==> src/rtl/axil_ic_pkg.sv <==
// Shared types and constants for the AXI-Lite read address decoder.
// The state enum and response codes are also used by the testbench.
package axil_ic_pkg;

  typedef enum logic [2:0] {
    IDLE,
    DECODE,
    ADDR,
    INV,
    DATA
  } state_t;

  localparam logic [1:0] RESP_OKAY   = 2'b00;
  localparam logic [1:0] RESP_DECERR = 2'b11;

  // Width of a slave index; a single slave still needs one bit.
  function automatic int sel_width(input int n);
    return (n > 1) ? $clog2(n) : 1;
  endfunction

endpackage

==> src/rtl/axil_addr_decoder_rd_if.sv <==
// Bundle of the bus signals around the read decoder: upstream master, fanned-out slaves, DECERR responder.
// The slave modport is the decoder's own view; the master modport is the surrounding system.
interface axil_addr_decoder_rd_if #(
  parameter int AXI_DATA_WIDTH = 32,
  parameter int AXI_ADDR_WIDTH = 32,
  parameter int SLV_NUM        = 4
);

  logic [AXI_ADDR_WIDTH-1:0]         s_axil_araddr;
  logic [2:0]                        s_axil_arprot;
  logic                              s_axil_arvalid;
  logic                              s_axil_arready;
  logic [AXI_DATA_WIDTH-1:0]         s_axil_rdata;
  logic [1:0]                        s_axil_rresp;
  logic                              s_axil_rvalid;
  logic                              s_axil_rready;

  logic [AXI_ADDR_WIDTH-1:0]         m_axil_araddr;
  logic [2:0]                        m_axil_arprot;
  logic [SLV_NUM-1:0]                m_axil_arvalid;
  logic [SLV_NUM-1:0]                m_axil_arready;
  logic [SLV_NUM*AXI_DATA_WIDTH-1:0] m_axil_rdata;
  logic [SLV_NUM*2-1:0]              m_axil_rresp;
  logic [SLV_NUM-1:0]                m_axil_rvalid;
  logic [SLV_NUM-1:0]                m_axil_rready;

  logic                              slv_invalid;
  logic                              inv_arready;
  logic [AXI_DATA_WIDTH-1:0]         inv_rdata;
  logic [1:0]                        inv_rresp;
  logic                              inv_rvalid;
  logic                              inv_rready;

  modport slave (
    input  s_axil_araddr, s_axil_arprot, s_axil_arvalid, s_axil_rready,
    output s_axil_arready, s_axil_rdata, s_axil_rresp, s_axil_rvalid,
    output m_axil_araddr, m_axil_arprot, m_axil_arvalid, m_axil_rready,
    input  m_axil_arready, m_axil_rdata, m_axil_rresp, m_axil_rvalid,
    output slv_invalid, inv_rready,
    input  inv_arready, inv_rdata, inv_rresp, inv_rvalid
  );

  modport master (
    output s_axil_araddr, s_axil_arprot, s_axil_arvalid, s_axil_rready,
    input  s_axil_arready, s_axil_rdata, s_axil_rresp, s_axil_rvalid,
    input  m_axil_araddr, m_axil_arprot, m_axil_arvalid, m_axil_rready,
    output m_axil_arready, m_axil_rdata, m_axil_rresp, m_axil_rvalid,
    input  slv_invalid, inv_rready,
    output inv_arready, inv_rdata, inv_rresp, inv_rvalid
  );

endinterface

==> src/rtl/axil_addr_decoder_rd_addr_match.sv <==
// Combinational priority match of an address against per-slave base/mask windows.
// Lowest matching index wins; hit is low when no window claims the address.
module axil_addr_match #(
  parameter int                                  AXI_ADDR_WIDTH = 32,
  parameter int                                  SLV_NUM        = 4,
  parameter int                                  SEL_W          = 2,
  parameter logic [SLV_NUM-1:0][AXI_ADDR_WIDTH-1:0] SLV_BASE      = '0,
  parameter logic [SLV_NUM-1:0][AXI_ADDR_WIDTH-1:0] SLV_MASK      = '0
) (
  input  logic [AXI_ADDR_WIDTH-1:0] addr,
  output logic [SEL_W-1:0]          sel,
  output logic                      hit
);

  logic [SLV_NUM-1:0] hit_vec;

  generate
    for (genvar gi = 0; gi < SLV_NUM; gi++) begin : g_hit
      assign hit_vec[gi] = (addr & SLV_MASK[gi]) == SLV_BASE[gi];
    end
  endgenerate

  // Scan downwards so the lowest matching index is the last one written.
  always_comb begin
    sel = '0;
    for (int i = SLV_NUM - 1; i >= 0; i--) begin
      if (hit_vec[i]) sel = SEL_W'(i);
    end
  end

  assign hit = |hit_vec;

endmodule

==> src/rtl/axil_addr_decoder_rd.sv <==
// AXI-Lite read-channel decoder: one master, SLV_NUM slaves plus a DECERR responder.
// A single read is in flight at a time; the R path is a combinational mux selected by the FSM.
module axil_addr_decoder_rd
  import axil_ic_pkg::*;
#(
  parameter int                                  AXI_DATA_WIDTH = 32,
  parameter int                                  AXI_ADDR_WIDTH = 32,
  parameter int                                  SLV_NUM        = 4,
  parameter logic [SLV_NUM-1:0][AXI_ADDR_WIDTH-1:0] SLV_BASE      = '0,
  parameter logic [SLV_NUM-1:0][AXI_ADDR_WIDTH-1:0] SLV_MASK      = '0
) (
  input  logic                  aclk,
  input  logic                  aresetn,
  axil_addr_decoder_rd_if.slave bus
);

  localparam int SEL_W = sel_width(SLV_NUM);

  state_t                    state_reg;
  logic                      arready_reg;
  logic [AXI_ADDR_WIDTH-1:0] araddr_reg;
  logic [2:0]                arprot_reg;
  logic [SLV_NUM-1:0]        arvalid_reg;
  logic                      slv_invalid_reg;
  logic [SEL_W-1:0]          sel_reg;
  logic                      inv_reg;

  logic [SEL_W-1:0]          match_sel;
  logic                      match_hit;
  logic                      data_phase;
  logic                      r_fire;

  logic [AXI_DATA_WIDTH-1:0] slv_rdata [SLV_NUM];
  logic [1:0]                slv_rresp [SLV_NUM];
  logic                      slv_rvalid [SLV_NUM];

  axil_addr_match #(
    .AXI_ADDR_WIDTH (AXI_ADDR_WIDTH),
    .SLV_NUM        (SLV_NUM),
    .SEL_W          (SEL_W),
    .SLV_BASE       (SLV_BASE),
    .SLV_MASK       (SLV_MASK)
  ) u_match (
    .addr (araddr_reg),
    .sel  (match_sel),
    .hit  (match_hit)
  );

  assign data_phase = (state_reg == DATA);

  generate
    for (genvar gi = 0; gi < SLV_NUM; gi++) begin : g_slv
      assign slv_rdata[gi]  = bus.m_axil_rdata[gi*AXI_DATA_WIDTH +: AXI_DATA_WIDTH];
      assign slv_rresp[gi]  = bus.m_axil_rresp[gi*2 +: 2];
      assign slv_rvalid[gi] = bus.m_axil_rvalid[gi];
      // Only the slave that owns the outstanding read ever sees rready.
      assign bus.m_axil_rready[gi] = data_phase && !inv_reg && (sel_reg == SEL_W'(gi)) &&
                                     bus.s_axil_rready;
    end
  endgenerate

  assign bus.inv_rready = data_phase && inv_reg && bus.s_axil_rready;

  always_comb begin
    bus.s_axil_rdata  = '0;
    bus.s_axil_rresp  = '0;
    bus.s_axil_rvalid = 1'b0;
    if (data_phase) begin
      if (inv_reg) begin
        bus.s_axil_rdata  = bus.inv_rdata;
        bus.s_axil_rresp  = bus.inv_rresp;
        bus.s_axil_rvalid = bus.inv_rvalid;
      end else begin
        bus.s_axil_rdata  = slv_rdata[sel_reg];
        bus.s_axil_rresp  = slv_rresp[sel_reg];
        bus.s_axil_rvalid = slv_rvalid[sel_reg];
      end
    end
  end

  assign r_fire = bus.s_axil_rvalid && bus.s_axil_rready;

  always_ff @(posedge aclk) begin
    if (!aresetn) begin
      state_reg       <= IDLE;
      arready_reg     <= 1'b0;
      araddr_reg      <= '0;
      arprot_reg      <= '0;
      arvalid_reg     <= '0;
      slv_invalid_reg <= 1'b0;
      sel_reg         <= '0;
      inv_reg         <= 1'b0;
    end else begin
      case (state_reg)
        IDLE: begin
          arready_reg <= 1'b1;
          if (bus.s_axil_arvalid && arready_reg) begin
            araddr_reg  <= bus.s_axil_araddr;
            arprot_reg  <= bus.s_axil_arprot;
            arready_reg <= 1'b0;
            state_reg   <= DECODE;
          end
        end
        DECODE: begin
          sel_reg <= match_sel;
          inv_reg <= !match_hit;
          if (match_hit) begin
            arvalid_reg[match_sel] <= 1'b1;
            state_reg              <= ADDR;
          end else begin
            slv_invalid_reg <= 1'b1;
            state_reg       <= INV;
          end
        end
        ADDR: begin
          if (bus.m_axil_arready[sel_reg]) begin
            arvalid_reg <= '0;
            state_reg   <= DATA;
          end
        end
        INV: begin
          if (bus.inv_arready) begin
            slv_invalid_reg <= 1'b0;
            state_reg       <= DATA;
          end
        end
        DATA: begin
          if (r_fire) state_reg <= IDLE;
        end
        default: state_reg <= IDLE;
      endcase
    end
  end

  assign bus.s_axil_arready = arready_reg;
  assign bus.m_axil_araddr  = araddr_reg;
  assign bus.m_axil_arprot  = arprot_reg;
  assign bus.m_axil_arvalid = arvalid_reg;
  assign bus.slv_invalid    = slv_invalid_reg;

endmodule

==> src/flat_wrapper.sv <==
// flat-port wrapper written by rule: the top's interface ports become plain ports
module axil_addr_decoder_rd_flat import axil_ic_pkg::*;
#(
  parameter int                                  AXI_DATA_WIDTH = 32,
  parameter int                                  AXI_ADDR_WIDTH = 32,
  parameter int                                  SLV_NUM        = 4,
  parameter logic [SLV_NUM-1:0][AXI_ADDR_WIDTH-1:0] SLV_BASE      = '0,
  parameter logic [SLV_NUM-1:0][AXI_ADDR_WIDTH-1:0] SLV_MASK      = '0
)
  (aclk, aresetn, bus_s_axil_araddr, bus_s_axil_arprot, bus_s_axil_arvalid, bus_s_axil_rready, bus_s_axil_arready, bus_s_axil_rdata, bus_s_axil_rresp, bus_s_axil_rvalid, bus_m_axil_araddr, bus_m_axil_arprot, bus_m_axil_arvalid, bus_m_axil_rready, bus_m_axil_arready, bus_m_axil_rdata, bus_m_axil_rresp, bus_m_axil_rvalid, bus_slv_invalid, bus_inv_rready, bus_inv_arready, bus_inv_rdata, bus_inv_rresp, bus_inv_rvalid);
  axil_addr_decoder_rd_if #(.AXI_DATA_WIDTH(AXI_DATA_WIDTH), .AXI_ADDR_WIDTH(AXI_ADDR_WIDTH), .SLV_NUM(SLV_NUM)) bus_i ();
  input  logic aclk;
  input  logic aresetn;
  input wire logic [$bits(bus_i.s_axil_araddr)-1:0] bus_s_axil_araddr;
  input wire logic [$bits(bus_i.s_axil_arprot)-1:0] bus_s_axil_arprot;
  input wire logic [$bits(bus_i.s_axil_arvalid)-1:0] bus_s_axil_arvalid;
  input wire logic [$bits(bus_i.s_axil_rready)-1:0] bus_s_axil_rready;
  output wire logic [$bits(bus_i.s_axil_arready)-1:0] bus_s_axil_arready;
  output wire logic [$bits(bus_i.s_axil_rdata)-1:0] bus_s_axil_rdata;
  output wire logic [$bits(bus_i.s_axil_rresp)-1:0] bus_s_axil_rresp;
  output wire logic [$bits(bus_i.s_axil_rvalid)-1:0] bus_s_axil_rvalid;
  output wire logic [$bits(bus_i.m_axil_araddr)-1:0] bus_m_axil_araddr;
  output wire logic [$bits(bus_i.m_axil_arprot)-1:0] bus_m_axil_arprot;
  output wire logic [$bits(bus_i.m_axil_arvalid)-1:0] bus_m_axil_arvalid;
  output wire logic [$bits(bus_i.m_axil_rready)-1:0] bus_m_axil_rready;
  input wire logic [$bits(bus_i.m_axil_arready)-1:0] bus_m_axil_arready;
  input wire logic [$bits(bus_i.m_axil_rdata)-1:0] bus_m_axil_rdata;
  input wire logic [$bits(bus_i.m_axil_rresp)-1:0] bus_m_axil_rresp;
  input wire logic [$bits(bus_i.m_axil_rvalid)-1:0] bus_m_axil_rvalid;
  output wire logic [$bits(bus_i.slv_invalid)-1:0] bus_slv_invalid;
  output wire logic [$bits(bus_i.inv_rready)-1:0] bus_inv_rready;
  input wire logic [$bits(bus_i.inv_arready)-1:0] bus_inv_arready;
  input wire logic [$bits(bus_i.inv_rdata)-1:0] bus_inv_rdata;
  input wire logic [$bits(bus_i.inv_rresp)-1:0] bus_inv_rresp;
  input wire logic [$bits(bus_i.inv_rvalid)-1:0] bus_inv_rvalid;
  assign bus_i.s_axil_araddr = bus_s_axil_araddr;
  assign bus_i.s_axil_arprot = bus_s_axil_arprot;
  assign bus_i.s_axil_arvalid = bus_s_axil_arvalid;
  assign bus_i.s_axil_rready = bus_s_axil_rready;
  assign bus_s_axil_arready = bus_i.s_axil_arready;
  assign bus_s_axil_rdata = bus_i.s_axil_rdata;
  assign bus_s_axil_rresp = bus_i.s_axil_rresp;
  assign bus_s_axil_rvalid = bus_i.s_axil_rvalid;
  assign bus_m_axil_araddr = bus_i.m_axil_araddr;
  assign bus_m_axil_arprot = bus_i.m_axil_arprot;
  assign bus_m_axil_arvalid = bus_i.m_axil_arvalid;
  assign bus_m_axil_rready = bus_i.m_axil_rready;
  assign bus_i.m_axil_arready = bus_m_axil_arready;
  assign bus_i.m_axil_rdata = bus_m_axil_rdata;
  assign bus_i.m_axil_rresp = bus_m_axil_rresp;
  assign bus_i.m_axil_rvalid = bus_m_axil_rvalid;
  assign bus_slv_invalid = bus_i.slv_invalid;
  assign bus_inv_rready = bus_i.inv_rready;
  assign bus_i.inv_arready = bus_inv_arready;
  assign bus_i.inv_rdata = bus_inv_rdata;
  assign bus_i.inv_rresp = bus_inv_rresp;
  assign bus_i.inv_rvalid = bus_inv_rvalid;
  axil_addr_decoder_rd #(.AXI_DATA_WIDTH(AXI_DATA_WIDTH), .AXI_ADDR_WIDTH(AXI_ADDR_WIDTH), .SLV_NUM(SLV_NUM), .SLV_BASE(SLV_BASE), .SLV_MASK(SLV_MASK)) u_core (.aclk(aclk), .aresetn(aresetn), .bus(bus_i));
endmodule
==> config.mk <==
export PLATFORM = sky130hd
export DESIGN_NAME = axil_addr_decoder_rd_flat
export DESIGN_NICKNAME = d
export VERILOG_FILES = /design/src/rtl/axil_ic_pkg.sv /design/src/rtl/axil_addr_decoder_rd_if.sv /design/src/rtl/axil_addr_decoder_rd_addr_match.sv /design/src/rtl/axil_addr_decoder_rd.sv /design/src/flat_wrapper.sv
export SDC_FILE = /design/constraint.sdc
export NUM_CORES = 1
export LEC_CHECK = 0
export BUFFER_PORTS_ARGS = -buffer_cell sky130_fd_sc_hd__buf_2
export CORE_AREA = 2 2 115 117
export CTS_BUF_LIST = sky130_fd_sc_hd__clkbuf_4 sky130_fd_sc_hd__clkbuf_8
export DETAILED_ROUTE_END_ITERATION = 8
export DIE_AREA = 0 0 117 119
export PLACE_DENSITY = 0.56
export SLEW_MARGIN = 10
export SYNTH_ARGS = -nofsm -noshare
export SYNTH_HDL_FRONTEND = slang
export SYNTH_SLANG_ARGS = --single-unit
==> constraint.sdc <==
create_clock -name aclk -period 1.5 [get_ports aclk]
set_clock_uncertainty 0.15 [all_clocks]
set_input_delay 0.3 -clock aclk [delete_from_list [all_inputs] [get_ports aclk]]
set_output_delay 0.3 -clock aclk [all_outputs]
set_load 0.01 [all_outputs]
==> run summary, run 1 <==
CP max stage delay: 0.35 ns
post-route clock period utilization: 121%
final worst slack: -0.316 ns
GRT Total Usage: 11.4%
LEAKAGE: 1.61 nW
DR pass1 iterations: 4
max reg flops: 32
Worst EP required: 1.05 ns
pre-CTS setup slack: -0.0361 ns
CP Cell Sequence: nor3b_4, buf_6, and2_1, buf_2
per-cell routed wire length: 15.6 um
Distinct cells, synth: 24
TritonCTS Buffers: 5
status: finished with violations
hold buffer count at cts: 0
power density over the cells: 903 nW/um^2
sequential fraction of the synthesis area: 40.4%
Critical Path AT: 1.37 ns
Core ar.: 12,900 um^2
Hold Crit Class: in2reg
Placement Rows: 42
hold path depth: 3
final critical-path required period: 1.82 ns
Nets: 596
Ys Warns: 0
deepest clock path buffer count: 2
H-tree levels: 2
PortBufs: 148
vias: 2,046
drt first-iter violations: 54
area grow syn2layout: 64.6%
first-pass GRT wire length: 11,300 um
largest net degree at the start of global routing: 48
initial antenna violation count: 0
Crit. End Element: output pin
top_reg_cell synth: dfxtp_1
Worst setup SP type: flop
Initial Utilization: 15.4%
RSZ-0062 raised after global routing: yes
die width: 117 um
fraction of layout cells with a size suffix above 1: 47.4%
Mapped Cells: 226
Final setup viols: 36
# IOs: 300
maximum clock frequency: 0.551 GHz
crit path kind: reg2out
ys async rst share: 0%
CTS root buf: clkbuf_8
Tot Pwr: 0.00294 W
CTS tree: yes
CP max FO: 20
Max Cap Violations: 0
Pins Over Slew Limit: 0
area of the die: 13,900 um^2
EDFF count, synth: 0
Crit-path slowest cell: dfxtp_2
DP HPWL: 6780 um
vias in the first global route: 1,962
clock-pin slew on the worst setup and hold paths: 0.09 ns
GPL Wtd Cong: 0.727
FF+latch count, synth: 40
Mapped Area: 1980 um^2
ant diodes: 0
Post-DRT Antenna Nets: 0
FF-to-FF path depth: 4
CTS Sinks: 40
DRC: 0
WL final: 8650 um
Vias/cell: 3.69
total gr overflow: 0
Die H: 119 um
Peak VDD IR: 367 uV
Avg Inst Size Synth: 8.76 um^2
clock latency on the worst-skew pair: 0.29 ns
Hold Violations, Final: 0
failing checks: negative setup slack
-- cell usage after synthesis, types with 2 or more instances --
cell       n  area share (%)
a21oi_1    2            0.51
and2_1    36              11
buf_12     3             3.0
buf_4      8             3.0
clkbuf_1  10             1.9
dfxtp_1   40              40
mux2i_1   36              18
nand2_1   70              13
nor2_1     3            0.57
nor3b_2    2             1.3
nor4bb_1   2             1.0
o21a_1     2            0.76
-- through the flow --
step	utilization (%)	instances	instance area, um^2	hold slack [ns]	setup TNS [ns]
final	25.3	554	3260	0.0816	-10.55
after global routing	25.3	554	3260	0.0625	-14.41
after CTS	24.4	551	3150	0.0649	-11.21
after detailed placement	22.5	543	2900	0.298	-0.431
after global placement	22.5	543	2900	0.291	-0.176
after floorplan	-	233	2020	0.292	0
-- placed cells by master (no fill, tap or decap) --
| cell type | instances |
|---|---|
| buf_2 | 131 |
| nand2_1 | 70 |
| dfxtp_1 | 37 |
| mux2i_1 | 36 |
| and2_1 | 33 |
| buf_6 | 19 |
| conb_1 | 8 |
| clkbuf_8 | 5 |
| buf_12 | 4 |
| buf_4 | 4 |
| and2_4 | 3 |
| nor2_1 | 3 |
| bufinv_16 | 3 |
| dfxtp_2 | 3 |
| o21a_1 | 2 |
| a21oi_1 | 2 |
| nor4bb_1 | 2 |
| clkbuf_16 | 2 |
| nor3b_4 | 1 |
| nor3_2 | 1 |
| and3_4 | 1 |
| nor3b_1 | 1 |
| a21boi_0 | 1 |
| nor3b_2 | 1 |
| o21ai_0 | 1 |
| nand3b_1 | 1 |
| inv_1 | 1 |
| nand3_1 | 1 |
| buf_8 | 1 |
-- cell type report --
class | count | area [um^2]
Clock buffer | 5 | 68.8
Clock inverter | 3 | 90.1
Fill cell | 1426 | 9620
Inverter | 1 | 3.75
Multi-Input combinational cell | 168 | 1030
Sequential cell | 40 | 805
Tap cell | 176 | 220
Timing Repair Buffer | 161 | 1040
-- worst max-delay path: cells and delay by family, from the launching register on --
kind	cells	cell delay, ns
flip-flops	1	0.35
AND/OR/NAND/NOR	2	0.40
buffers and inverters	2	0.32
-- final timing paths --
check | start | end | slack [ns]
worst max-delay path | u_core.state_reg[1] | bus_s_axil_rdata[31] | -0.32
worst min-delay path | bus_s_axil_araddr[10] | u_core.bus.m_axil_araddr[10] | 0.08
worst max register to register | u_core.state_reg[0] | u_core.bus.m_axil_araddr[21] | 0.02
worst min register to register | u_core.bus.m_axil_araddr[27] | u_core.bus.m_axil_araddr[27] | 0.31
-- report_power, final --
part	internal (W)	switching [W]
Sequential	0.00113	0.0000356
Combinational	0.000264	0.000249
Clock	0.000833	0.000435
-- metal layers --
metal  routed length, um  up-vias  GRT usage (%)
li1                    -     1004              -
met1                3660      915           13.8
met2                3160      122           14.6
met3                1760        5           10.6
met4                  72        0           2.43
met5                   0        -              0
-- cells by family after synthesis --
kind of cell / after synthesis / share of synthesized area [%]
AND/OR/NAND/NOR: 118 / 29.6
flip-flops: 40 / 40.4
multiplexers: 36 / 18.2
buffers and inverters: 25 / 9.73
AO/OA/AOI/OAI: 6 / 1.89
other: 1 / 0.189
-- repair_timing --
action | CTS | global route
gates cloned | 0 | 3
setup endpoints to repair | 36 | 69
resized for setup | 30 | 15
pin swaps | 0 | 1
setup buffers | 0 | 0
Power figures use the tool's default switching activity.
==> run 2, diff against run 1 <==
Settings changed: GPL_TIMING_DRIVEN from default to 0.
==> run 2 against run 1 <==
Against the previous run:
- the run still ends with negative setup slack left
- sequential power hardly changed
- count of clock-buffer cells in the layout stayed put
- first-iteration DRC count is 3.7% lower
- core utilization is 2.3 points higher
- critical path depth is 1 higher
- largest cell class unchanged
- final area is 8.9% higher
- largest power group is now sequential cells
- sequential share of layout area is 1.8 points lower
- non-clock buffer count is 24 higher
- fmax is 2.7% lower
==> run summary, run 2 (synthesized netlist as in run 1, its figures left out) <==
status: finished with violations (unchanged)
failing checks: negative setup slack (unchanged)
Crit-path slowest cell: dfxtp_4 (was dfxtp_2)
WP depth: 5 (was 4)
Worst EP required: 1.05 ns (about the same)
routed wl met2: 3600 um (was 3160 um)
PortBufs: 147 (was 148)
fraction of layout cells with a size suffix above 1: 55.6% (was 47.4%)
Worst setup SP type: flop (unchanged)
vias in the first global route: 2,338 (was 1,962)
hold buffer count at cts: 0 (unchanged)
CP max stage delay: 0.36 ns (was 0.35 ns)
Hold Crit Class: in2reg (unchanged)
LEAKAGE: 1.73 nW (was 1.61 nW)
clock-pin slew on the worst setup and hold paths: 0.08 ns (was 0.09 ns)
area of the die: 13,900 um^2 (unchanged)
DP HPWL: 7370 um (was 6780 um)
worst hold path startpoint: bus_s_axil_araddr[9] (was bus_s_axil_araddr[10])
crit path kind: reg2out (unchanged)
met3 wire len: 1680 um (was 1760 um)
Internal: 0.00176 W (was 0.00222 W)
area grow syn2layout: 79.2% (was 64.6%)
GRT Total Usage: 13.4% (was 11.4%)
Sw Pwr: 0.000705 W (was 0.000720 W)
fraction of power consumed by sequential logic: 47.0% (was 39.5%)
drt first-iter violations: 52 (was 54)
slew of the pin with the lowest slew margin: 0.556 ns
final worst slack: -0.367 ns (was -0.316 ns)
power density over the cells: 693 nW/um^2 (was 903 nW/um^2)
Peak VDD IR: 331 uV (was 367 uV)
Tot Pwr: 0.00246 W (was 0.00294 W)
CTS Sinks: 40 (unchanged)
Post-DRT Antenna Nets: 0 (unchanged)
Die H: 119 um (unchanged)
fillers: 1,397 (was 1,426)
relative slew slack: 62.9%
WHS: 0.0879 ns (was 0.0816 ns)
vias: 2,134 (was 2,046)
hold path depth: 3 (unchanged)
deepest clock path buffer count: 2 (unchanged)
GPL Wtd Cong: 0.726 (was 0.727)
reg2reg end: u_core.bus.m_axil_arprot[0] (was u_core.bus.m_axil_araddr[21])
Final setup viols: 71 (was 36)
worst r2r src: u_core.state_reg[1] (was u_core.state_reg[0])
Pins Over Slew Limit: 0 (unchanged)
first-pass GRT wire length: 13,200 um (was 11,300 um)
Placement Rows: 42 (unchanged)
Max Cap Violations: 0 (unchanged)
clock latency on the worst-skew pair: 0.29 ns (about the same)
sw frac: 28.6% (was 24.5%)
setup tns final: -14.30 ns (was -10.55 ns)
max reg flops: 32 (unchanged)
maximum clock frequency: 0.536 GHz (was 0.551 GHz)
Core ar.: 12,900 um^2 (unchanged)
Hold Violations, Final: 0 (unchanged)
total gr overflow: 0 (unchanged)
RSZ-0062 raised after global routing: yes (unchanged)
post-route clock period utilization: 124% (was 121%)
commonest non-fill, non-tap cell in the layout: buf_2 (unchanged)
wl on met1: 3900 um (was 3660 um)
ant diodes: 0 (unchanged)
Min-Delay Endpoint: u_core.bus.m_axil_araddr[9] (was u_core.bus.m_axil_araddr[10])
final critical-path required period: 1.87 ns (was 1.82 ns)
TritonCTS Buffers: 5 (unchanged)
Vias/cell: 3.70 (was 3.69)
top sig layer: met5 (was met4)
DR pass1 iterations: 6 (was 4)
Initial Utilization: 15.4% (unchanged)
WL final: 9310 um (was 8650 um)
CTS root buf: clkbuf_8 (unchanged)
pre-CTS setup slack: -0.314 ns (was -0.0361 ns)
FF-to-FF setup slack: -0.11 ns (was 0.02 ns)
end-of-flow core utilization: 27.6% (was 25.3%)
worst path bufs/invs: 3 (was 2)
initial antenna violation count: 1 (was 0)
Top delay family on crit path: buffers and inverters (was simple AND/OR/NAND/NOR gates)
CP Cell Sequence: nor3b_4, buf_6, clkbuf_8, and2_4, buf_6 (was nor3b_4, buf_6, and2_1, buf_2)
Crit. End Element: output pin (unchanged)
# IOs: 300 (unchanged)
cell mode on critical path: buf_6
die width: 117 um (unchanged)
per-cell routed wire length: 16.1 um (was 15.6 um)
Nets: 620 (was 596)
Critical Path AT: 1.42 ns (was 1.37 ns)
FF-to-FF path depth: 6 (was 4)
DRC: 0 (unchanged)
CTS tree: yes (unchanged)
combinational cell fraction of total power: 24.2% (was 17.4%)
CP max FO: 5 (was 20)
H-tree levels: 2 (unchanged)
most frequent cells in the layout: buf_2, nand2_1, dfxtp_1 (unchanged)
largest net degree at the start of global routing: 13 (was 48)
Clock Power Share: 28.8% (was 43.1%)
==> run 2: layer usage <==
layer / GRT usage (%) / vias up
li1: - / 1051
met1: 16.3 / 941
met2: 18.8 / 126
met3: 10.1 / 14
met4: 3.01 / 2
met5: 0 / -
==> run 2: layout make-up <==
class | count | area [um^2] | area share, %
flip-flops and latches | 40 | 812 | 22.9
well taps | 176 | 220 | 6.20
multi-input cells | 168 | 1100 | 31.1
clock inverters | 2 | 12.5 | 0.352
clock buffers | 5 | 68.8 | 1.94
plain buffers | 23 | 214 | 6.03
repair buffers | 162 | 1110 | 31.4
inverters | 1 | 3.75 | 0.106
==> run 2: worst max-delay path by stage <==
| stage | startpoint | endpoint | slack (ns) |
|---|---|---|---|
| floorplan | u_core.state_reg[0] | bus_m_axil_rready[0] | 0.001 |
| global placement | u_core.state_reg[1] | bus_s_axil_rdata[22] | -0.28 |
| detailed placement | aresetn | u_core.bus.m_axil_arprot[1] | -0.31 |
| CTS | u_core.state_reg[0] | bus_s_axil_rdata[3] | -0.36 |
| global route | u_core.state_reg[1] | bus_s_axil_rdata[8] | -0.44 |
| finish | u_core.state_reg[1] | bus_s_axil_rdata[1] | -0.37 |
==> run 2: stage by stage <==
stage,area [um^2],instances
floorplan,2020,233
finish,3550,577
global route,3550,577
detailed placement,2970,556
CTS,3590,580
global placement,2970,556
==> run 2: what timing repair did <==
action	4_1_cts	5_1_grt
cloned	5	0
pin swaps	19	8
setup buffers	13	0
resized for setup	92	13
endpoints found under the setup margin	67	73
==> run 2: power by group through the flow <==
stage | Sequential, W | Combinational [W] | Clock [W]
2_1_floorplan | 0.00121 | 0.000246 | 0
3_3_place_gp | 0.00118 | 0.000499 | 0
3_5_place_dp | 0.00118 | 0.000506 | 0
4_1_cts | 0.00116 | 0.000641 | 0.000762
5_1_grt | 0.00117 | 0.000651 | 0.000818
6_report | 0.00116 | 0.000596 | 0.000709
==> run 2: worst min-delay path: cells and delay by family <==
family	cells	cell delay [ns]
mux	1	0.05
buf+inv	1	0.09
simple gates	1	0.04
==> run 3, diff against run 2 <==
Settings changed: ABC_AREA from default to 1, CORE_AREA 2 2 115 117 to 2 2 116 118, DIE_AREA 0 0 117 119 to 0 0 118 120, PLACE_DENSITY 0.56 to 0.54.
==> run 3 against run 2 <==
Against the previous run:
- the flow still finishes with violations (negative setup slack)
- final cell count up 9.2%
- via count up 8.1%
- area after synthesis down 8.5%
- count of clock-buffer cells in the layout up 1
==> run summary, run 3 <==
hold path depth: 3 (unchanged)
end-of-flow core utilization: 29.7% (was 27.6%)
fillers: 1,462 (was 1,397)
CP Launch Point: u_core.state_reg[0] (was u_core.state_reg[1])
Commonest cells post-synth: nand2_1, nor2_1, dfxtp_1, inv_1, a21oi_1 (was nand2_1, dfxtp_1, and2_1, mux2i_1, clkbuf_1)
most frequent cells in the layout: buf_2, inv_1, nand2_1 (was buf_2, nand2_1, dfxtp_1)
area of the die: 14,200 um^2 (was 13,900 um^2)
Nets: 672 (was 620)
TritonCTS Buffers: 5 (unchanged)
post-route clock period utilization: 119% (was 124%)
setup tns final: -11.43 ns (was -14.30 ns)
top_reg_cell synth: dfxtp_1 (unchanged)
DR pass1 iterations: 4 (was 6)
CTS tree: yes (unchanged)
fraction of power consumed by sequential logic: 27.4% (was 47.0%)
fraction of layout cells with a size suffix above 1: 64.8% (was 55.6%)
worst r2r src: u_core.state_reg[1] (unchanged)
grt met2 use: 14.6% (was 18.8%)
clock-pin slew on the worst setup and hold paths: 0.08 ns (about the same)
final worst slack: -0.289 ns (was -0.367 ns)
power density over the cells: 1350 nW/um^2 (was 693 nW/um^2)
FF+latch count, synth: 40 (unchanged)
area grow syn2layout: 112% (was 79.2%)
sw frac: 41.1% (was 28.6%)
count leader, synth: nand2_1 (unchanged)
Tot Pwr: 0.00519 W (was 0.00246 W)
sequential fraction of the synthesis area: 44.2% (was 40.4%)
first-pass GRT wire length: 12,100 um (was 13,200 um)
GPL Wtd Cong: 0.746 (was 0.726)
PortBufs: 148 (was 147)
Clock Power Share: 15.2% (was 28.8%)
ant diodes: 0 (unchanged)
xor and xnor area share after synthesis: 0% (unchanged)
Simple-Gate Fraction of Synth Area: 28.9% (was 29.6%)
Internal: 0.00306 W (was 0.00176 W)
Synth Area in Compound Gates: 10.9% (was 1.90%)
max reg flops: 32 (unchanged)
clock latency on the worst-skew pair: 0.29 ns (about the same)
initial antenna violation count: 1 (unchanged)
Die H: 120 um (was 119 um)
largest net degree at the start of global routing: 14 (was 13)
Worst setup endpoint: bus_s_axil_rdata[6] (was bus_s_axil_rdata[1])
# IOs: 300 (unchanged)
Critical Path AT: 1.34 ns (was 1.42 ns)
die width: 118 um (was 117 um)
Distinct cells, synth: 18 (was 24)
Peak VDD IR: 481 uV (was 331 uV)
LEAKAGE: 1.95 nW (was 1.73 nW)
Max Cap Violations: 0 (unchanged)
FF-to-FF setup slack: -0.11 ns (about the same)
H-tree levels: 2 (unchanged)
Sw Pwr: 0.00213 W (was 0.000705 W)
vias in the first global route: 2,063 (was 2,338)
crit path kind: reg2out (unchanged)
gr busiest metal: met2 (unchanged)
slew of the pin with the lowest slew margin: 0.755 ns (was 0.556 ns)
Pins Over Slew Limit: 0 (unchanged)
Ys Warns: 0 (unchanged)
relative slew slack: 49.7% (was 62.9%)
maximum clock frequency: 0.559 GHz (was 0.536 GHz)
combinational cell fraction of total power: 57.4% (was 24.2%)
reg2reg end: u_core.bus.m_axil_araddr[17] (was u_core.bus.m_axil_arprot[0])
Area contributors post-synth: dfxtp_1, nand2_1, a21oi_1 (was dfxtp_1, mux2i_1, nand2_1)
Core ar.: 13,000 um^2 (was 12,900 um^2)
Crit. End Element: output pin (unchanged)
M1 GR Usage: 12.8% (was 16.3%)
Initial Utilization: 14.0% (was 15.4%)
status: finished with violations (unchanged)
CTS Sinks: 40 (unchanged)
hold buffer count at cts: 0 (unchanged)
vias: 2,307 (was 2,134)
mux contribution to synthesized area: 0% (was 18.2%)
Post-DRT Antenna Nets: 0 (unchanged)
EDFF count, synth: 0 (unchanged)
Avg Inst Size Synth: 6.67 um^2 (was 8.76 um^2)
commonest non-fill, non-tap cell in the layout: buf_2 (unchanged)
Hold Crit Class: in2reg (unchanged)
CTS root buf: clkbuf_8 (unchanged)
Worst setup SP type: flop (unchanged)
DP HPWL: 6390 um (was 7370 um)
failing checks: negative setup slack (unchanged)
largest family of logic cells by synthesized area: simple AND/OR/NAND/NOR gates (unchanged)
ys async rst share: 0% (unchanged)
Final setup viols: 72 (was 71)
deepest clock path buffer count: 2 (unchanged)
per-cell routed wire length: 13.8 um (was 16.1 um)
DRC: 0 (unchanged)
Placement Rows: 42 (unchanged)
top-area cell type share of the netlist area: 44.2% (was 40.4%)
Mapped Cells: 272 (was 226)
GRT Total Usage: 11.5% (was 13.4%)
drt first-iter violations: 28 (was 52)
Hold Violations, Final: 0 (unchanged)
adder-cell share of the synthesized area: 0% (unchanged)
GR Util met3: 12.2% (was 10.1%)
Synth area leader: dfxtp_1 (unchanged)
RSZ-0062 raised after global routing: yes (unchanged)
WL final: 8700 um (was 9310 um)
Vias/cell: 3.66 (was 3.70)
Mapped Area: 1810 um^2 (was 1980 um^2)
CP max FO: 10 (was 5)
Worst EP required: 1.05 ns (about the same)
final critical-path required period: 1.79 ns (was 1.87 ns)
total gr overflow: 0 (unchanged)
FF-to-FF path depth: 7 (was 6)
run 3: cell types whose count changed after synthesis, moves of 2 or more:
cell / before / now
inv_1: 1 / 40
nor2_1: 3 / 42
and2_1: 36 / 0
mux2i_1: 36 / 0
a21oi_1: 2 / 37
nand2_1: 70 / 80
buf_12: 3 / 0
nand3_1: 1 / 4
buf_6: 1 / 3
nor3b_2: 2 / 0
nor4bb_1: 2 / 0
o21a_1: 2 / 0
run 3: routing by layer:
metal	vias up	part of all wire, %
li1	1167	-
met5	-	0.14
met3	8	22
met4	2	0.87
met2	131	38
met1	999	39
run 3: cells by family after synthesis:
group           after synthesis
flops                        40
simple gates                130
buf+inv                      62
compound gates               39
other cells                   1
run 3: cell type report:
class,instances,area [um^2],share of cell area (%)
sequential,40,810,21.0
tap,176,220,5.72
inverter,42,170,4.42
clock buffer,6,82.6,2.14
buffer,20,245,6.37
multi-input combinational,178,1210,31.5
clock inverter,2,15.0,0.390
timing repair buffer,166,1100,28.5
run 3: worst min path at each step:
| stage | startpoint | endpoint | slack, ns |
|---|---|---|---|
| global route | bus_s_axil_araddr[5] | u_core.bus.m_axil_araddr[5] | 0.08 |
| finish | bus_s_axil_araddr[0] | u_core.bus.m_axil_araddr[0] | 0.09 |
| global placement | u_core.bus.m_axil_arvalid[0] | u_core.bus.m_axil_arvalid[0] | 0.30 |
| detailed placement | u_core.bus.m_axil_arvalid[0] | u_core.bus.m_axil_arvalid[0] | 0.30 |
| CTS | bus_s_axil_araddr[26] | u_core.bus.m_axil_araddr[26] | 0.07 |
| floorplan | aresetn | u_core.state_reg[1] | 0.25 |
run 3: critical path: stages (launching register included):
cell and delay (ns):
dfxtp_4 0.37, nor2_4 0.14, nand2_4 0.10, clkbuf_16 0.18, nor2_1 0.09, buf_4 0.16
run 3: repair_timing:
| action | in CTS | in global routing |
|---|---|---|
| endpoints found under the setup margin | 66 | 74 |
| buffers inserted | 11 | 4 |
| resized for setup | 99 | 110 |
| cloned | 5 | 2 |
| pin swaps | 3 | 32 |
run 3: power by group through the flow:
stage / sequential (W) / clock (W) / combinational, W
global placement: 0.00136 / 0 / 0.00177
detailed placement: 0.00136 / 0 / 0.00177
global route: 0.00144 / 0.000878 / 0.00323
finish: 0.00142 / 0.000786 / 0.00298
floorplan: 0.00142 / 0 / 0.000874
CTS: 0.00138 / 0.000831 / 0.00249
run 3: per-stage QoR:
stage,area (um^2),cells,worst slack (ns),hold WS [ns]
after global routing,3850,630,-0.376,0.0815
final,3850,630,-0.289,0.0914
after floorplan,1840,279,-0.00530,0.248
after CTS,3390,627,-0.284,0.0651
after global placement,2800,603,-0.373,0.299
after detailed placement,2800,603,-0.377,0.302
